### config.mk
export PLATFORM = sky130hd
export DESIGN_NAME = scs8hd_o311ai_bist
export DESIGN_NICKNAME = d
export VERILOG_FILES = /design/src/rtl/scs8hd_o311ai_bist.sv
export SDC_FILE = /design/constraint.sdc
export NUM_CORES = 1
export LEC_CHECK = 0
export BUFFER_PORTS_ARGS = -buffer_cell sky130_fd_sc_hd__buf_2
export CORE_AREA = 2 2 54 56
export CTS_CLUSTER_SIZE = 14
export DETAILED_ROUTE_END_ITERATION = 10
export DIE_AREA = 0 0 56 58
export PLACE_DENSITY = 0.83
export RECOVER_POWER = 50
export SLEW_MARGIN = 20
export SYNTH_ARGS = -nofsm -noshare
export SYNTH_HDL_FRONTEND = slang
export SYNTH_SLANG_ARGS = --single-unit
export TNS_END_PERCENT = 100
### constraint.sdc
create_clock -name CLK -period 2.73 [get_ports CLK]
set_input_delay 0.4095 -clock CLK [delete_from_list [all_inputs] [get_ports CLK]]
set_output_delay 0.4095 -clock CLK [all_outputs]
set_load 0.01 [all_outputs]
### src/rtl/scs8hd_o311ai_bist.sv
// scs8hd_o311ai_bist
// Exhaustive 32-pattern self-test sequencer for the o311ai complex gate,
// Y = !((A1|A2|A3) & B1 & C1). It walks every input combination into the cell,
// samples Y after a programmable settle interval and keeps the mismatch count
// and the first failing pattern.
//
// state | meaning
// ------+---------------------------------------------------------------
// IDLE  | after reset; stimulus 0, waiting for START
// RUN   | stepping patterns 0..31, settle down-counter then sample Y_IN
// DONE  | results frozen, stimulus back to 0; START begins a new run
//
// Only START and Y_IN are inputs. Every output comes straight from a
// flop, so no input reaches an output in the same cycle.

module scs8hd_o311ai_bist #(
    parameter int unsigned SETTLE       = 2,
    parameter bit          STOP_ON_FAIL = 1'b0
) (
    input  logic       CLK,
    input  logic       RESET,
    input  logic       START,
    input  logic       Y_IN,
    output logic       A1,
    output logic       A2,
    output logic       A3,
    output logic       B1,
    output logic       C1,
    output logic       BUSY,
    output logic       DONE,
    output logic       PASS,
    output logic [5:0] FAIL_CNT,
    output logic [4:0] FIRST_FAIL
);

    localparam logic [1:0] ST_IDLE = 2'b00;
    localparam logic [1:0] ST_RUN  = 2'b01;
    localparam logic [1:0] ST_DONE = 2'b10;

    localparam logic [3:0] SETTLE_LD = 4'(SETTLE);
    localparam logic [4:0] PAT_LAST  = 5'd31;

    logic [1:0] state_q;
    logic [1:0] state_d;
    logic [3:0] settle_q;
    logic [4:0] pat_q;
    logic [5:0] fail_cnt_q;
    logic [4:0] first_fail_q;
    logic       busy_q;
    logic       done_q;
    logic       pass_q;

    logic       start_go;
    logic       sample;
    logic       y_exp;
    logic       mismatch;
    logic       run_end;
    logic [5:0] fail_cnt_nxt;

    // Golden response of the current pattern and the per-cycle sequencing events
    always_comb begin
        y_exp        = ~((pat_q[0] | pat_q[1] | pat_q[2]) & pat_q[3] & pat_q[4]);
        start_go     = START && ((state_q == ST_IDLE) || (state_q == ST_DONE));
        sample       = (state_q == ST_RUN) && (settle_q == 4'd0);
        mismatch     = sample && (Y_IN != y_exp);
        // STOP_ON_FAIL ends the run on the very sample that mismatched
        run_end      = sample && ((pat_q == PAT_LAST) || (STOP_ON_FAIL && mismatch));
        fail_cnt_nxt = fail_cnt_q + {5'd0, mismatch};
    end

    // Next-state decode; START is ignored while a run is in progress
    always_comb begin
        state_d = state_q;
        case (state_q)
            ST_IDLE: if (START)   state_d = ST_RUN;
            ST_RUN:  if (run_end) state_d = ST_DONE;
            ST_DONE: if (START)   state_d = ST_RUN;
            default:              state_d = ST_IDLE;
        endcase
    end

    // State register
    always_ff @(posedge CLK or posedge RESET) begin
        if (RESET) begin
            state_q <= ST_IDLE;
        end else begin
            state_q <= state_d;
        end
    end

    // Settle down-counter: loaded per pattern, sample taken on terminal count 0
    always_ff @(posedge CLK or posedge RESET) begin
        if (RESET) begin
            settle_q <= 4'd0;
        end else if (start_go) begin
            settle_q <= SETTLE_LD;
        end else if (state_q == ST_RUN) begin
            if (settle_q != 4'd0) begin
                settle_q <= settle_q - 4'd1;
            end else if (!run_end) begin
                settle_q <= SETTLE_LD;
            end
        end
    end

    // Pattern index doubles as the stimulus register; it is zero outside RUN
    always_ff @(posedge CLK or posedge RESET) begin
        if (RESET) begin
            pat_q <= 5'd0;
        end else if (start_go) begin
            pat_q <= 5'd0;
        end else if (sample) begin
            pat_q <= run_end ? 5'd0 : (pat_q + 5'd1);
        end
    end

    // BUSY/DONE status flags
    always_ff @(posedge CLK or posedge RESET) begin
        if (RESET) begin
            busy_q <= 1'b0;
            done_q <= 1'b0;
        end else if (start_go) begin
            busy_q <= 1'b1;
            done_q <= 1'b0;
        end else if (run_end) begin
            busy_q <= 1'b0;
            done_q <= 1'b1;
        end
    end

    // Result accumulation; cleared on the START edge, frozen once DONE
    always_ff @(posedge CLK or posedge RESET) begin
        if (RESET) begin
            fail_cnt_q   <= 6'd0;
            first_fail_q <= 5'd0;
            pass_q       <= 1'b0;
        end else if (start_go) begin
            fail_cnt_q   <= 6'd0;
            first_fail_q <= 5'd0;
            pass_q       <= 1'b0;
        end else begin
            if (mismatch) begin
                fail_cnt_q <= fail_cnt_nxt;
                if (fail_cnt_q == 6'd0) begin
                    first_fail_q <= pat_q;
                end
            end
            // PASS is registered alongside the final count so it is stable through DONE
            if (run_end) begin
                pass_q <= (fail_cnt_nxt == 6'd0);
            end
        end
    end

    assign {C1, B1, A3, A2, A1} = pat_q;
    assign BUSY       = busy_q;
    assign DONE       = done_q;
    assign PASS       = pass_q;
    assign FAIL_CNT   = fail_cnt_q;
    assign FIRST_FAIL = first_fail_q;

endmodule

==> Word-level counts from Yosys, hierarchy flattened <==
Index checks and enable logic that the tools add are counted.
Widths: inputs -> output; s select.
{ "word_totals": {"output_inout_bits": 19, "in_bits": 4, "ff_bits": 25, "word_cells": 63} }
{ "classes": {"reduce_logical": 19, "muxes": 21, "addsub": 3, "bitwise_logic": 5, "eq_ne": 7} }
{ "op_table": {"columns": ["operator", "count"], "rows": [
  ["$mux 5", 6],
  ["$mux 4", 4],
  ["$logic_not 6->1", 2],
  ["$mux 6", 2],
  ["$reduce_bool 2->1", 5],
  ["$add 6x1->6", 1],
  ["$mux 1", 6],
  ["$reduce_and 2->1", 3],
  ["$add 5x1->5 const B", 1],
  ["$eq 5x5->1 const B", 1],
  ["$logic_and 1x1->1", 4],
  ["$logic_not 4->1", 1],
  ["$mux 2", 2],
  ["$pmux 2 s2", 1],
  ["$reduce_bool 4->1", 1],
  ["$sub 4x1->4 const B", 1],
  ["$ne 3x2->1 const B", 1],
  ["$and 1x1->1", 2],
  ["$eq 2x1->1 const B", 1],
  ["$eq 2x2->1 const B", 1],
  ["$logic_not 2->1", 1],
  ["$ne 2x1->1 const B", 1],
  ["$ne 2x2->1 const B", 1],
  ["$or 1x1->1", 2],
  ["4 further kinds", 4]
]} }

==> Depth between registers and ports, before layout <==
Gate-level depths: netlist (run 1).
{ "logic_depth": {"ltp_word": 11, "depth_mapped": 12, "depth_no_buf": 12} }

==> Worst setup path after synthesis (run 1) <==
Ideal clock, no wire load.
{ "synth_timing": {"path_kind": "register to register", "from": "register pat_q[0]", "to": "register pass_q (netlist: PASS)", "path_buffers": 0, "slack_ns": 0.303, "stages_incl_launch_ff": 12, "synth_period_minus_slack_ns": 2.427, "t_arrival_ns": 2.332, "required_time_ns": 2.635, "setup_time_ns": 0.095, "path_cell_list": "dfrtp_1 inv_1 ha_1 nand2b_1 a31oi_1 o21ai_2 inv_1 ha_1 ha_1 nor4_1 nand3_1 o31ai_1"} }
{ "synth_between": {"elab_chain_cells": 11, "word_cells_on_any_way": 14, "cone_classes": "add/sub (1); eq/ne (2); mux (2); bitwise (5); reduce/logical (4)"} }
{ "synth_rtl": {"columns": ["item", "line", "source"], "rows": [
  ["start: declaration", "46", "logic [4:0] pat_q;"],
  ["start signal: assignment", "113", "pat_q <= run_end ? 5'd0 : (pat_q + 5'd1);"],
  ["$or 1x1->1 (2 in a row)", "62", "y_exp = ~((pat_q[0] | pat_q[1] | pat_q[2]) & pat_q[3] & pat_q[4]);"],
  ["$and 1x1->1 (2 in a row)", "62", null],
  ["$not 1->1", "62", null],
  ["$ne 1x1->1", "65", "mismatch = sample && (Y_IN != y_exp);"],
  ["$logic_and 1x1->1", "65", null],
  ["$add 6x1->6", "68", "fail_cnt_nxt = fail_cnt_q + {5'd0, mismatch};"],
  ["$logic_not 6->1", "150", "pass_q <= (fail_cnt_nxt == 6'd0);"],
  ["$mux 1", "149", "if (run_end) begin"],
  ["$mux 1", "137", "end else if (start_go) begin"],
  ["end signal: assignment", "150", null],
  ["end: declaration", "51", "logic pass_q;"]
]} }
Several ways; a longest one is shown, not always the timed one. The select of a mux whose other input is x is not followed.
A chain may end at the register's enable or synchronous reset.

==> Worst setup path in the final report (run 1) <==
{ "layout_timing": {"from": "register settle_q[0]", "to": "register pass_q (netlist: PASS)"} }
{ "layout_between": {"elab_chain_cells": 7, "word_cells_on_any_way": 9, "cone_classes": "add/sub (1); mux (2); reduce/logical (6)"} }
{ "layout_rtl": {"columns": ["item", "line", "source"], "rows": [
  ["start: declaration", "45", "logic [3:0] settle_q;"],
  ["start signal: assignment", "99", "settle_q <= settle_q - 4'd1;"],
  ["$logic_not 4->1 (*)", "64", "sample = (state_q == ST_RUN) && (settle_q == 4'd0);"],
  ["$logic_and 1x1->1 (*)", "64", null],
  ["$logic_and 1x1->1", "65", null],
  ["$add 6x1->6", "68", null],
  ["$logic_not 6->1", "150", null],
  ["$mux 1", "149", null],
  ["$mux 1", "137", null]
]} }
Mark *: on every way between the ends. The rest lies on a longest branch, timed or not. The select of a mux whose other input is x is not followed.

==> results of run 1 <==
## registers in the layout, indices dropped and copies added, names as in the netlist
signal and flops:
state_q 2, FAIL_CNT 6, FIRST_FAIL 5, pat_q 5, BUSY 1, PASS 1, settle_q 4, DONE 1
## power by group through the flow
stage | clock network (W) | logic [W] | registers, W
3_3_place_gp | 0 | 0.000457 | 0.000545
6_report | 0.000164 | 0.000491 | 0.000545
3_5_place_dp | 0 | 0.000479 | 0.000552
5_1_grt | 0.000187 | 0.000556 | 0.000564
2_1_floorplan | 0 | 0.000304 | 0.000576
4_1_cts | 0.000169 | 0.000481 | 0.000544
## cells in the final DEF, fill, tap and decap left out, drive strengths merged, types with 2 or more instances in the layout
cell type / instances
mux2i: 11
o211ai: 3
a31oi: 2
and3: 2
nand3: 6
inv: 9
nor4: 3
nor2b: 2
nor3b: 2
nand3b: 2
nor2: 4
clkbuf: 12
o21ai: 4
a21oi: 7
nand2b: 4
dfrtp: 25
nand2: 25
xor2: 3
buf: 18
ha: 7
## area by class of cell
class / count / area, um^2 / share of cell area
clock buffer: 3 / 22.5 / 0.0142
clock inverter: 1 / 5.00 / 0.00315
inverter: 9 / 33.8 / 0.0213
multi-input combinational: 101 / 726 / 0.457
sequential: 25 / 626 / 0.394
tap: 31 / 38.8 / 0.0244
timing repair buffer: 27 / 136 / 0.0859
## what timing repair did
item | in CTS | in global routing
hold endpoints to repair | 0 | 0
setup endpoints to repair | 0 | 1
setup buffers | 0 | 3
resized for setup | 0 | 2
hold buffers | 0 | 0
## path summary, 6_finish.rpt
check | startpoint | to | slack [ns] | cells after the start
worst max-delay path | settle_q[0] | PASS | 0.18 | 12
worst min-delay path | RESET | FAIL_CNT[0] | 0.29 | 2
worst max register to register | settle_q[0] | PASS | 0.18 | 12
worst min register to register | BUSY | BUSY | 0.53 | 2
max in group asynchronous | RESET | FIRST_FAIL[0] | 1.86 | 2
min in group CLK | START | state_q[1] | 0.29 | 2
## critical path, stage by stage, from the launching register on
cell	delay [ns]
dfrtp_1	0.43
inv_1	0.09
ha_1	0.18
nor2b_1	0.18
nor3b_4	0.34
o21ai_4	0.13
inv_1	0.08
ha_1	0.19
ha_1	0.24
nand3_1	0.14
xor2_2	0.19
nand3_1	0.09
o31ai_1	0.20
## metal layers
layer | up-vias | routed length [um] | global-route usage | part of all wire
li1 | 536 | - | - | -
met1 | 537 | 1310 | 0.259 | 0.44
met2 | 30 | 1450 | 0.311 | 0.49
met3 | 2 | 163 | 0.0268 | 0.055
met4 | 0 | 17 | 0.0408 | 0.0058
met5 | - | 0 | 0 | 0
## cells by family (layout without fill, tap and decap cells)
logic type      Yosys count  count (layout)
mux                      12              12
compound gates           20              20
simple gates             58              58
xor+xnor                  4               4
buf+inv                  12              40
fa+ha+maj                 7               7
flops                    25              25
## through the flow
stage | hold slack [ns] | setup TNS (ns)
floorplan | 0.437 | 0
global placement | 0.462 | 0
detailed placement | 0.472 | 0
CTS | 0.295 | 0
global route | 0.298 | -0.0336
finish | 0.285 | 0
==> reports/results.ini, run 1 <==
[synthesis]
syn-instance-count = 138
yosys.area.top_type = dfrtp_1
ys.flop_type = dfrtp_1
syn-cell-area_um2 = 1390
synth_edf_count = 0
synthTopCellsByArea = dfrtp_1, mux2i_1, nand2_1
yosys_warnings = 0
syn_area_per_cell_um2 = 10.0
synth-simple-area-share = 0.240
yosysUniqueCellTypes = 36
ys_async_sr_fraction = 1.00
synth-seq-area-share = 0.452
ys_top_cells_by_count = dfrtp_1, nand2_1, mux2i_1, inv_1
muxShareOfSynthArea = 0.0876
syn-num-nets = 149
synth_top_family_by_area = simple AND/OR/NAND/NOR gates
synth-xor-area-share = 0.0253
synth_top_area_share = 0.452
synth_compound_area_frac = 0.0967
synthAdderAreaFrac = 0.0632
synth-seq-cells = 25

[drt]
vias = 1105
vias_per_cell = 5.61
wl_per_cell_um = 14.9
ant_nets = 0
routed_wl_um = 2940
drc = 0
first_iter_violations = 61
dr.pass1.iters = 4

[timing]
final_max_slew_viol_count = 0
finalClockSkew_ns = 0.0107
worstMarginPinSlew_ns = 0.951
fmax_mhz = 392
hold_viol_final = 0
post-route-period-util = 0.934
period_needed_ns = 2.55
worst_slack_ns = 0.180
relSlewSlack = 0.365
setup_viol = 0

[power_and_ir_drop]
p_switching_w = 0.000460
swShare = 0.384
power.leakage_nw = 0.825
power_frac_comb = 0.409
seqPwrFrac = 0.454
peakVddDrop_mv = 0.501
power.total_w = 0.00120
intPower_w = 0.000740
powerDensity_nw_per_um2 = 756
power.share.clock = 0.137

[setup_path]
criticalPathCategory = register to register
cp-end-kind = register
cp.arrival_ns = 2.78
cp-start-kind = register
cp_max_fo = 5
required_ns = 2.96

[global_routing]
overflow = 0
grt_pass1_wl_um = 4880
grt_pass1_vias = 1090
grt_usage = 0.186
antenna_found_initial = 0
grt_max_degree = 26

[final_layout]
drive_above_1_share = 0.187
post-route-cell-area_um2 = 1590
diodes = 0
post-route-util = 0.596
nets = 178
stdcell_count = 197
fill_cells = 247
syn_to_final_growth_pct = 14.6

[cts]
ctsRootBufferMaster = clkbuf_4
cts_tree = done
clk_pin_slew_ns = 0.14
cts.sinks = 25
clk_latency_ns = 0.31
cts_buffers = 3
clock_path_buffers = 2
htreeDepth = 1

[floorplan]
die_w_um = 56
pin_count = 23
core_um2 = 2660
start_util = 0.520
die_h_um = 58
rows = 19
die_area_um2 = 3250

[placed_design]
place_area_um2 = 1530
numPortBuffers = 22
place_congestion = 0.907
place_ws_ns = 0.176
dp.cells = 190
place_hpwl_um = 2010

[run_status]
run_status = completed

[run]
cap_violations = 0

[hold_path]
min_path_type = primary input to asynchronous set/reset pin

(Power assumes the default switching activity.)
==> run 2: changes to the inputs <==
--- a/config.mk
+++ b/config.mk
@@ -6,12 +6,13 @@
 export NUM_CORES = 1
 export LEC_CHECK = 0
 export BUFFER_PORTS_ARGS = -buffer_cell sky130_fd_sc_hd__buf_2
+export CAP_MARGIN = 20
 export CORE_AREA = 2 2 54 56
 export CTS_CLUSTER_SIZE = 14
 export DETAILED_ROUTE_END_ITERATION = 10
 export DIE_AREA = 0 0 56 58
 export PLACE_DENSITY = 0.83
-export RECOVER_POWER = 50
+export RECOVER_POWER = 25
 export SLEW_MARGIN = 20
 export SYNTH_ARGS = -nofsm -noshare
 export SYNTH_HDL_FRONTEND = slang
==> run 2 against run 1 <==
  * Clock skew about the same
  * Critical path type unchanged
  * Sequential share of layout area down 0.28 points
  * Critical path depth unchanged
  * Sequential cell count unchanged
  * Total power up 0.69%
==> reports/results.ini, run 2 (same netlist as run 1, synthesis figures left out) <==
[final_layout]
syn_to_final_growth_pct = 15.4
drive_above_1_share = 0.241  ; +0.0542
fill_cells = 240  ; -2.8%
largest_reg_flops = 6  ; unchanged
post-route-cell-area_um2 = 1600  ; +0.71%
stdcell_count = 197  ; unchanged
multi_input_area_um2 = 726  ; unchanged
nets = 178  ; unchanged
mostFrequentLayoutCells = dfrtp_1, nand2_1, buf_2, mux2i_1, inv_1
seqCellArea_um2 = 626  ; unchanged
diodes = 0  ; unchanged

[floorplan]
die_area_um2 = 3250  ; unchanged
die_h_um = 58  ; unchanged
core_um2 = 2660  ; unchanged
die_w_um = 56  ; unchanged
pin_count = 23  ; unchanged
rows = 19  ; unchanged
start_util = 0.520  ; unchanged

[setup_path]
required_ns = 2.96  ; about the same
crit-reg2reg-launch = settle_q[0]
cp-endpoint = PASS
cpPeakStageDelay_ns = 0.43  ; about the same
r2r_end = PASS
cp-start-kind = register
cp.depth = 12  ; unchanged
cpLargestDelayFamily = simple AND/OR/NAND/NOR gates
path_buf_inv = 2  ; unchanged
cp-end-kind = register
critPathMostFrequentCell = ha_1
cp-startpoint = settle_q[0]
path_cells = inv_1 -> ha_1 -> nor2b_1 -> nor3b_4 -> o21ai_4 -> inv_1 -> ha_1 -> ha_1 -> nand3_1 -> xor2_2 -> nand3_1 -> o31ai_1
criticalPathCategory = register to register
r2r_setup_slack_ns = 0.17  ; about the same
cp.arrival_ns = 2.79  ; about the same
r2r_cells = 12  ; unchanged
cp_max_fo = 5  ; unchanged
crit_path_top_delay_cell = dfrtp_1

[cts]
cts_buffers = 3  ; unchanged
htreeDepth = 1  ; unchanged
clock_path_buffers = 2  ; unchanged
cts.sinks = 25  ; unchanged
ctsRootBufferMaster = clkbuf_4
clk_latency_ns = 0.31  ; about the same
clk_pin_slew_ns = 0.14  ; about the same
cts_tree = done

[global_routing]
antenna_found_initial = 0  ; unchanged
grt_max_degree = 26  ; unchanged
grt_usage = 0.186  ; unchanged
overflow = 0  ; unchanged
grt_pass1_vias = 1090  ; unchanged
grt_pass1_wl_um = 4880  ; unchanged

[timing]
fmax_mhz = 390  ; -0.42%
worst_slack_ns = 0.169  ; -0.0107 ns
finalClockSkew_ns = 0.0102  ; -0.000465 ns
setup_viol = 0  ; unchanged
period_needed_ns = 2.56  ; +0.0107 ns
worstMarginPinSlew_ns = 0.953  ; +0.00109 ns
post-route-period-util = 0.938  ; +0.00392
final_max_slew_viol_count = 0  ; unchanged
relSlewSlack = 0.364  ; -0.000729
hold_viol_final = 0  ; unchanged
hold_slack_ns = 0.284  ; -0.00148 ns

[drt]
first_iter_violations = 55  ; -9.8%
vias = 1120  ; +1.4%
met1_length_um = 1330  ; +1.9%
routed_wl_um = 2940  ; -0.10%
dr_wl_met3_um = 138  ; -15%
drc = 0  ; unchanged
ant_nets = 0  ; unchanged
dr.pass1.iters = 4  ; unchanged
vias_per_cell = 5.69  ; +1.4%
routed.top_layer = met4
dr_wl_met2_um = 1430  ; -1.4%
wl_per_cell_um = 14.9  ; -0.10%

[power_and_ir_drop]
peakVddDrop_mv = 0.503  ; +0.40%
powerDensity_nw_per_um2 = 756  ; about the same
power.leakage_nw = 0.859  ; +4.2%
power.total_w = 0.00121  ; +0.69%

[run_status]
run_status = completed

[placed_design]
dp.cells = 190  ; unchanged
place_area_um2 = 1530  ; unchanged
place_ws_ns = 0.176  ; unchanged
numPortBuffers = 22  ; unchanged
place_congestion = 0.907  ; unchanged
place_hpwl_um = 2010  ; unchanged

[run]
cap_violations = 0  ; unchanged

[hold_path]
min_path_type = primary input to asynchronous set/reset pin

-- run 2: cell count changes in the layout (fill, tap and decap cells not counted), sizes merged --
cell,delta
buf,+9
clkbuf,-9
-- run 2: metal layers --
layer  global-route usage  vias to the layer above
li1                     -                      538
met1                0.259                      542
met2                0.311                       34
met3               0.0268                        6
met4               0.0408                        0
met5                    0                        -
-- run 2: worst min path at each step --
stage / from / to / slack [ns] / cells past startpoint
2_1_floorplan: RESET / BUSY / 0.44 / 1
3_3_place_gp: BUSY / BUSY / 0.46 / 2
3_5_place_dp: BUSY / BUSY / 0.47 / 2
4_1_cts: START / state_q[1] / 0.30 / 2
5_1_grt: START / state_q[1] / 0.30 / 2
6_report: RESET / DONE / 0.28 / 2
-- run 2: stage by stage --
stage,setup TNS [ns],util
2_1_floorplan,0,-
6_report,0,0.601
3_3_place_gp,0,0.576
4_1_cts,0,0.586
5_1_grt,-0.0336,0.601
3_5_place_dp,0,0.576
-- run 2: what timing repair did --
item / 4_1_cts / 5_1_grt
hold buffers: 0 / 0
hold endpoints to repair: 0 / 0
setup endpoints to repair: 0 / 1
buffers inserted: 0 / 3
resized for setup: 0 / 2
-- run 2: final cells by class --
| type | instances | area share |
|---|---|---|
| Timing Repair Buffer | 27 | 0.0923 |
| Inverter | 9 | 0.0211 |
| Clock inverter | 1 | 0.00313 |
| Clock buffer | 3 | 0.0141 |
| Tap cell | 31 | 0.0243 |
| Sequential cell | 25 | 0.391 |
| Multi-Input combinational cell | 101 | 0.454 |
-- run 2: power breakdown --
group	switching, W	internal [W]	leakage, nW
Combinational	0.000262	0.000237	0.514
Sequential	0.0000893	0.000456	0.328
Clock	0.000110	0.0000546	0.0177
